[config.mk]
export PLATFORM = sky130hd
export DESIGN_NAME = sc_lane_shifter
export DESIGN_NICKNAME = d
export VERILOG_FILES = /design/src/rtl/sc_lane_shifter.sv
export SDC_FILE = /design/constraint.sdc
export NUM_CORES = 1
export LEC_CHECK = 0
export CORE_UTILIZATION = 40
export DETAILED_ROUTE_END_ITERATION = 16
export HOLD_SLACK_MARGIN = 0.1
export PLACE_DENSITY = 0.81
export SLEW_MARGIN = 25
export SYNTH_ARGS = -nofsm -noshare
export SYNTH_HDL_FRONTEND = slang
export SYNTH_SLANG_ARGS = --single-unit
[constraint.sdc]
create_clock -name SC_VEL_CLOCK_50 -period 1.9 [get_ports SC_VEL_CLOCK_50]
set_clock_uncertainty 0.2 [all_clocks]
set_input_delay 0.19 -clock SC_VEL_CLOCK_50 [delete_from_list [all_inputs] [get_ports SC_VEL_CLOCK_50]]
set_output_delay 0.19 -clock SC_VEL_CLOCK_50 [all_outputs]
set_load 0.005 [all_outputs]
[src/rtl/sc_lane_shifter.sv]
// sc_lane_shifter: per-lane vehicle pattern rotator driven by the velocity-stage tick.
// Rotates the occupancy pattern one cell per rising tick edge while running, counts
// executed shifts modulo LANE_WIDTH, pulses on full rotation and flags frog collisions.
// Optional feature macro: SC_LANE_BIDIR_EN (adds SC_LANE_DIR_IN, overrides DIR).
module sc_lane_shifter #(
  parameter int unsigned LANE_WIDTH = 8,
  parameter int unsigned DIR        = 0
) (
  input  logic                          SC_VEL_CLOCK_50,
  input  logic                          SC_VEL_RESET,
  input  logic                          SC_LANE_TICK_IN,
  input  logic                          SC_LANE_LOAD_IN,
  input  logic [LANE_WIDTH-1:0]         SC_LANE_PATTERN_IN,
  input  logic                          SC_LANE_ENABLE_IN,
  input  logic [LANE_WIDTH-1:0]         SC_LANE_FROG_MASK_IN,
`ifdef SC_LANE_BIDIR_EN
  input  logic                          SC_LANE_DIR_IN,
`endif
  output logic [LANE_WIDTH-1:0]         SC_LANE_DATA_OUT,
  output logic                          SC_LANE_STEP_OUT,
  output logic [$clog2(LANE_WIDTH)-1:0] SC_LANE_STEPS_OUT,
  output logic                          SC_LANE_WRAP_OUT,
  output logic                          SC_LANE_HIT_OUT
);

  localparam int unsigned StepsW = $clog2(LANE_WIDTH);
  localparam logic [StepsW-1:0] StepsMax = StepsW'(LANE_WIDTH - 1);

  typedef enum logic [1:0] {StIdle, StRun, StPause} state_e;

  state_e                r_state;
  state_e                w_state_nxt;
  logic                  r_tick_prev;
  logic [LANE_WIDTH-1:0] r_data;
  logic [StepsW-1:0]     r_steps;
  logic                  r_step;
  logic                  r_wrap;
  logic                  r_hit;

  logic                  w_dir;
  logic                  w_edge;
  logic                  w_shift;
  logic                  w_last_step;
  logic [LANE_WIDTH-1:0] w_rot;

`ifdef SC_LANE_BIDIR_EN
  assign w_dir = SC_LANE_DIR_IN;
`else
  assign w_dir = (DIR != 0);
`endif

  assign w_edge      = SC_LANE_TICK_IN & ~r_tick_prev;
  // Load always wins over a coincident edge; state and enable must both allow the shift.
  assign w_shift     = (r_state == StRun) & SC_LANE_ENABLE_IN & w_edge & ~SC_LANE_LOAD_IN;
  assign w_last_step = (r_steps == StepsMax);
  assign w_rot       = w_dir ? {r_data[0], r_data[LANE_WIDTH-1:1]}
                             : {r_data[LANE_WIDTH-2:0], r_data[LANE_WIDTH-1]};

  // State register.
  always_ff @(posedge SC_VEL_CLOCK_50 or posedge SC_VEL_RESET) begin
    if (SC_VEL_RESET) begin
      r_state <= StIdle;
    end else begin
      r_state <= w_state_nxt;
    end
  end

  // Next-state logic: load from any state, enable toggles between run and pause.
  always_comb begin
    w_state_nxt = r_state;
    if (SC_LANE_LOAD_IN) begin
      w_state_nxt = SC_LANE_ENABLE_IN ? StRun : StPause;
    end else begin
      unique case (r_state)
        StRun:   if (!SC_LANE_ENABLE_IN) w_state_nxt = StPause;
        StPause: if (SC_LANE_ENABLE_IN)  w_state_nxt = StRun;
        default: w_state_nxt = r_state;
      endcase
    end
  end

  // Tick history, sampled every cycle regardless of state.
  always_ff @(posedge SC_VEL_CLOCK_50 or posedge SC_VEL_RESET) begin
    if (SC_VEL_RESET) begin
      r_tick_prev <= 1'b0;
    end else begin
      r_tick_prev <= SC_LANE_TICK_IN;
    end
  end

  // Pattern, step counter and step/wrap pulses.
  always_ff @(posedge SC_VEL_CLOCK_50 or posedge SC_VEL_RESET) begin
    if (SC_VEL_RESET) begin
      r_data  <= '0;
      r_steps <= '0;
      r_step  <= 1'b0;
      r_wrap  <= 1'b0;
    end else if (SC_LANE_LOAD_IN) begin
      r_data  <= SC_LANE_PATTERN_IN;
      r_steps <= '0;
      r_step  <= 1'b0;
      r_wrap  <= 1'b0;
    end else begin
      r_step <= w_shift;
      r_wrap <= w_shift & w_last_step;
      if (w_shift) begin
        r_data  <= w_rot;
        r_steps <= w_last_step ? '0 : r_steps + StepsW'(1);
      end
    end
  end

  // Collision flag from the currently displayed pattern; suppressed before the first load.
  always_ff @(posedge SC_VEL_CLOCK_50 or posedge SC_VEL_RESET) begin
    if (SC_VEL_RESET) begin
      r_hit <= 1'b0;
    end else begin
      r_hit <= (r_state != StIdle) & (|(r_data & SC_LANE_FROG_MASK_IN));
    end
  end

  assign SC_LANE_DATA_OUT  = r_data;
  assign SC_LANE_STEP_OUT  = r_step;
  assign SC_LANE_STEPS_OUT = r_steps;
  assign SC_LANE_WRAP_OUT  = r_wrap;
  assign SC_LANE_HIT_OUT   = r_hit;

endmodule

==> results.py <==
metrics = {
    "worst_setup_path": {
        "crit_family": "buffers and inverters",
        "worstPathRequired_ns": 1.51,
        "worstSetupEndpointType": "primary output",
        "arrival_ns": 1.24,
        "reg2reg_from": "r_state[1]",
        "cpPeakStageDelay_ns": 0.53,
        "r2r_cells": 4,
        "r2r_end": "SC_LANE_DATA_OUT[1]",
        "slowest_stage": "clkdlybuf4s50_1",
        "worstPathMaxFanout": 4,
        "path_buf_inv": 1,
        "r2r_slack_ns": 0.35,
        "critPathKind": "register to primary output",
        "path_cells": "clkdlybuf4s50_1",
        "worst_setup_path_start_kind": "register",
    },
    "run": {
        "maxCapViolCount": 0,
    },
    "worst_hold_path": {
        "hold_start": "SC_LANE_TICK_IN",
        "holdPathEnd": "r_tick_prev",
        "min_path_cells": 1,
        "hp-class": "input port to register",
    },
    "floorplan": {
        "start_util": 0.438,
        "coreArea_mm2": 0.00176,
        "dieArea_mm2": 0.00211,
        "die_w_um": 46.0,
        "die_h_um": 46.0,
        "ios": 35,
        "rows": 15,
    },
    "clocking": {
        "htreeDepth": 1,
        "path_clk_slew_ns": 0.10,
        "cts_sinks": 17,
        "cts-root-buf": "clkbuf_4",
        "insertion_delay_ns": 0.29,
        "max-clock-path-buffers": 2,
        "cts-resized-gates": 0,
        "post_cts.repair.setup_buffers": 0,
        "cts_buffers": 3,
        "cts_tree": "done",
    },
    "drt": {
        "drt_iter0_drc": 11,
        "vias_per_cell": 5.28,
        "via_count": 670,
        "wire_per_inst_um": 14.0,
        "wl_um": 1770,
        "drt.antenna.violating_nets": 0,
        "remaining_drc_errors": 0,
        "first_pass_iters": 4,
    },
    "global_routing": {
        "overflow": 0,
        "antenna_found_initial": 0,
        "gr-usage-all-layers": 0.197,
        "grt_max_degree": 18,
        "grt_pass1_wl_um": 2820,
        "grt_pass1_vias": 649,
    },
    "sta": {
        "worstMarginPinSlew_ns": 0.636,
        "fin_hold_ws_ns": 0.210,
        "fmax_ghz": 0.612,
        "fin_crit_ns": 1.63,
        "finalHoldViolCount": 0,
        "rsz0062_at_grt": "no",
        "slew_headroom": 0.575,
        "period_share": 0.860,
        "drv_slew": 0,
        "setup_viol": 0,
        "tns_ns": 0,
    },
    "synthesis": {
        "synth_most_common_cell": "dfrtp_1",
        "ys_async_sr_fraction": 1.00,
        "yosysSeqAreaShare": 0.550,
        "synth_cell_types": 21,
        "syn_nets": 85,
        "syn_avg_cell_area_um2": 12.5,
        "ys_ff_latch": 17,
        "syn_area_um2": 773,
        "synth_top_area_share": 0.550,
        "ys.flop_type": "dfrtp_1",
        "synth_top_area_cell": "dfrtp_1",
        "synthTopCellsByArea": "dfrtp_1, a221o_1, and2_1",
        "netlist_top_cells_count": "dfrtp_1, and2_1, a221o_1",
        "synth_cells": 62,
        "synth_edf_count": 0,
        "yosysWarnings": 0,
    },
    "place": {
        "hpwl_um": 1380,
        "dp_cells": 122,
        "portBuffers": 34,
        "gp_congestion": 0.755,
    },
    "layout": {
        "fin_cells": 127,
        "finalNetCount": 126,
        "num_antenna_cells": 0,
        "area_growth_pct": 53.9,
        "drive_gt1_frac": 0.127,
        "fill_cells": 154,
    },
    "power_and_ir_drop": {
        "p_leak_uw": 0.000513,
        "power_density_mw_per_mm2": 650,
        "vdd_drop_max_v": 0.000380,
    },
    "outcome": {
        "status": "finished, final reports clean",
    },
}
## final cells by class
| type | count | area (µm²) | share of cell area |
|---|---|---|---|
| clock buffers | 3 | 22.5 | 0.0189 |
| well taps | 25 | 31.3 | 0.0263 |
| flip-flops and latches | 17 | 425 | 0.358 |
| clock inverters | 1 | 5.00 | 0.00421 |
| repair buffers | 39 | 380 | 0.320 |
| inverters | 3 | 11.3 | 0.00946 |
| multi-input cells | 39 | 314 | 0.264 |
## registers in the layout (all words and copies together), names as in the netlist
| signal | count |
|---|---|
| SC_LANE_STEPS_OUT | 3 |
| r_state | 2 |
| SC_LANE_WRAP_OUT | 1 |
| SC_LANE_STEP_OUT | 1 |
| SC_LANE_HIT_OUT | 1 |
| r_tick_prev | 1 |
| SC_LANE_DATA_OUT | 8 |
## power by group
group | internal (µW) | switching [µW] | leakage (µW)
clock network | 78.2 | 114 | 0.0000177
logic | 107 | 53.7 | 0.000285
registers | 389 | 31.6 | 0.000211
total | 575 | 199 | 0.000513
## routing by layer
metal / vias up / part of all wire / global-route usage
met5: - / 0 / 0
met4: 0 / 0.0045 / 0.0824
met3: 2 / 0.055 / 0.0397
met2: 29 / 0.50 / 0.332
met1: 324 / 0.44 / 0.242
li1: 315 / - / -
## logic make-up after synthesis
logic type / count (synthesis) / share of synthesized area
flip-flops: 17 / 0.550
AND/OR/NAND/NOR: 18 / 0.147
AO/OA/AOI/OAI: 19 / 0.227
adder cells (fa/ha/maj): 2 / 0.0324
buffers and inverters: 6 / 0.0437
## worst max path at each step
stage	to	slack, ns	depth (start not counted)	startpoint
floorplan	SC_LANE_DATA_OUT[4]	0.46	4	r_state[1]
global placement	SC_LANE_DATA_OUT[1]	0.16	5	SC_LANE_LOAD_IN
detailed placement	SC_LANE_DATA_OUT[1]	0.11	5	SC_LANE_LOAD_IN
CTS	SC_LANE_DATA_OUT[2]	0.26	1	SC_LANE_DATA_OUT[2]
global route	SC_LANE_DATA_OUT[2]	0.21	1	SC_LANE_DATA_OUT[2]
finish	SC_LANE_DATA_OUT[2]	0.27	1	SC_LANE_DATA_OUT[2]
## cells in the final DEF, fill, tap and decap left out
master	instances
clkdlybuf4s50_1	34
dfrtp_1	17
and2_1	8
a221o_1	7
nor2_1	4
a22oi_1	4
buf_4	4
inv_1	3
clkbuf_4	3
a41oi_1	2
nand2_1	2
o2bb2ai_1	2
ha_1	2
nand2_2	1
nand2b_1	1
nor4_4	1
and2_2	1
a22o_1	1
a32o_1	1
a22o_2	1
a221o_2	1
clkinv_2	1
dlygate4sd3_1	1
## stage by stage
stage	setup WS [ns]	utilization	cell area, µm²	power [µW]
after detailed placement	0.105	0.653	1150	588
after floorplan	0.462	-	773	481
after global routing	0.212	0.674	1190	819
after CTS	0.256	0.674	1190	778
after global placement	0.156	0.653	1150	583
final	0.266	0.674	1190	774
## repair_timing
item | 4_1_cts | 5_1_grt
endpoints found under the hold margin | 17 | 0
hold buffers | 1 | 0
setup endpoints to repair | 0 | 0
No activity file was read; power rests on OpenSTA's default activity.
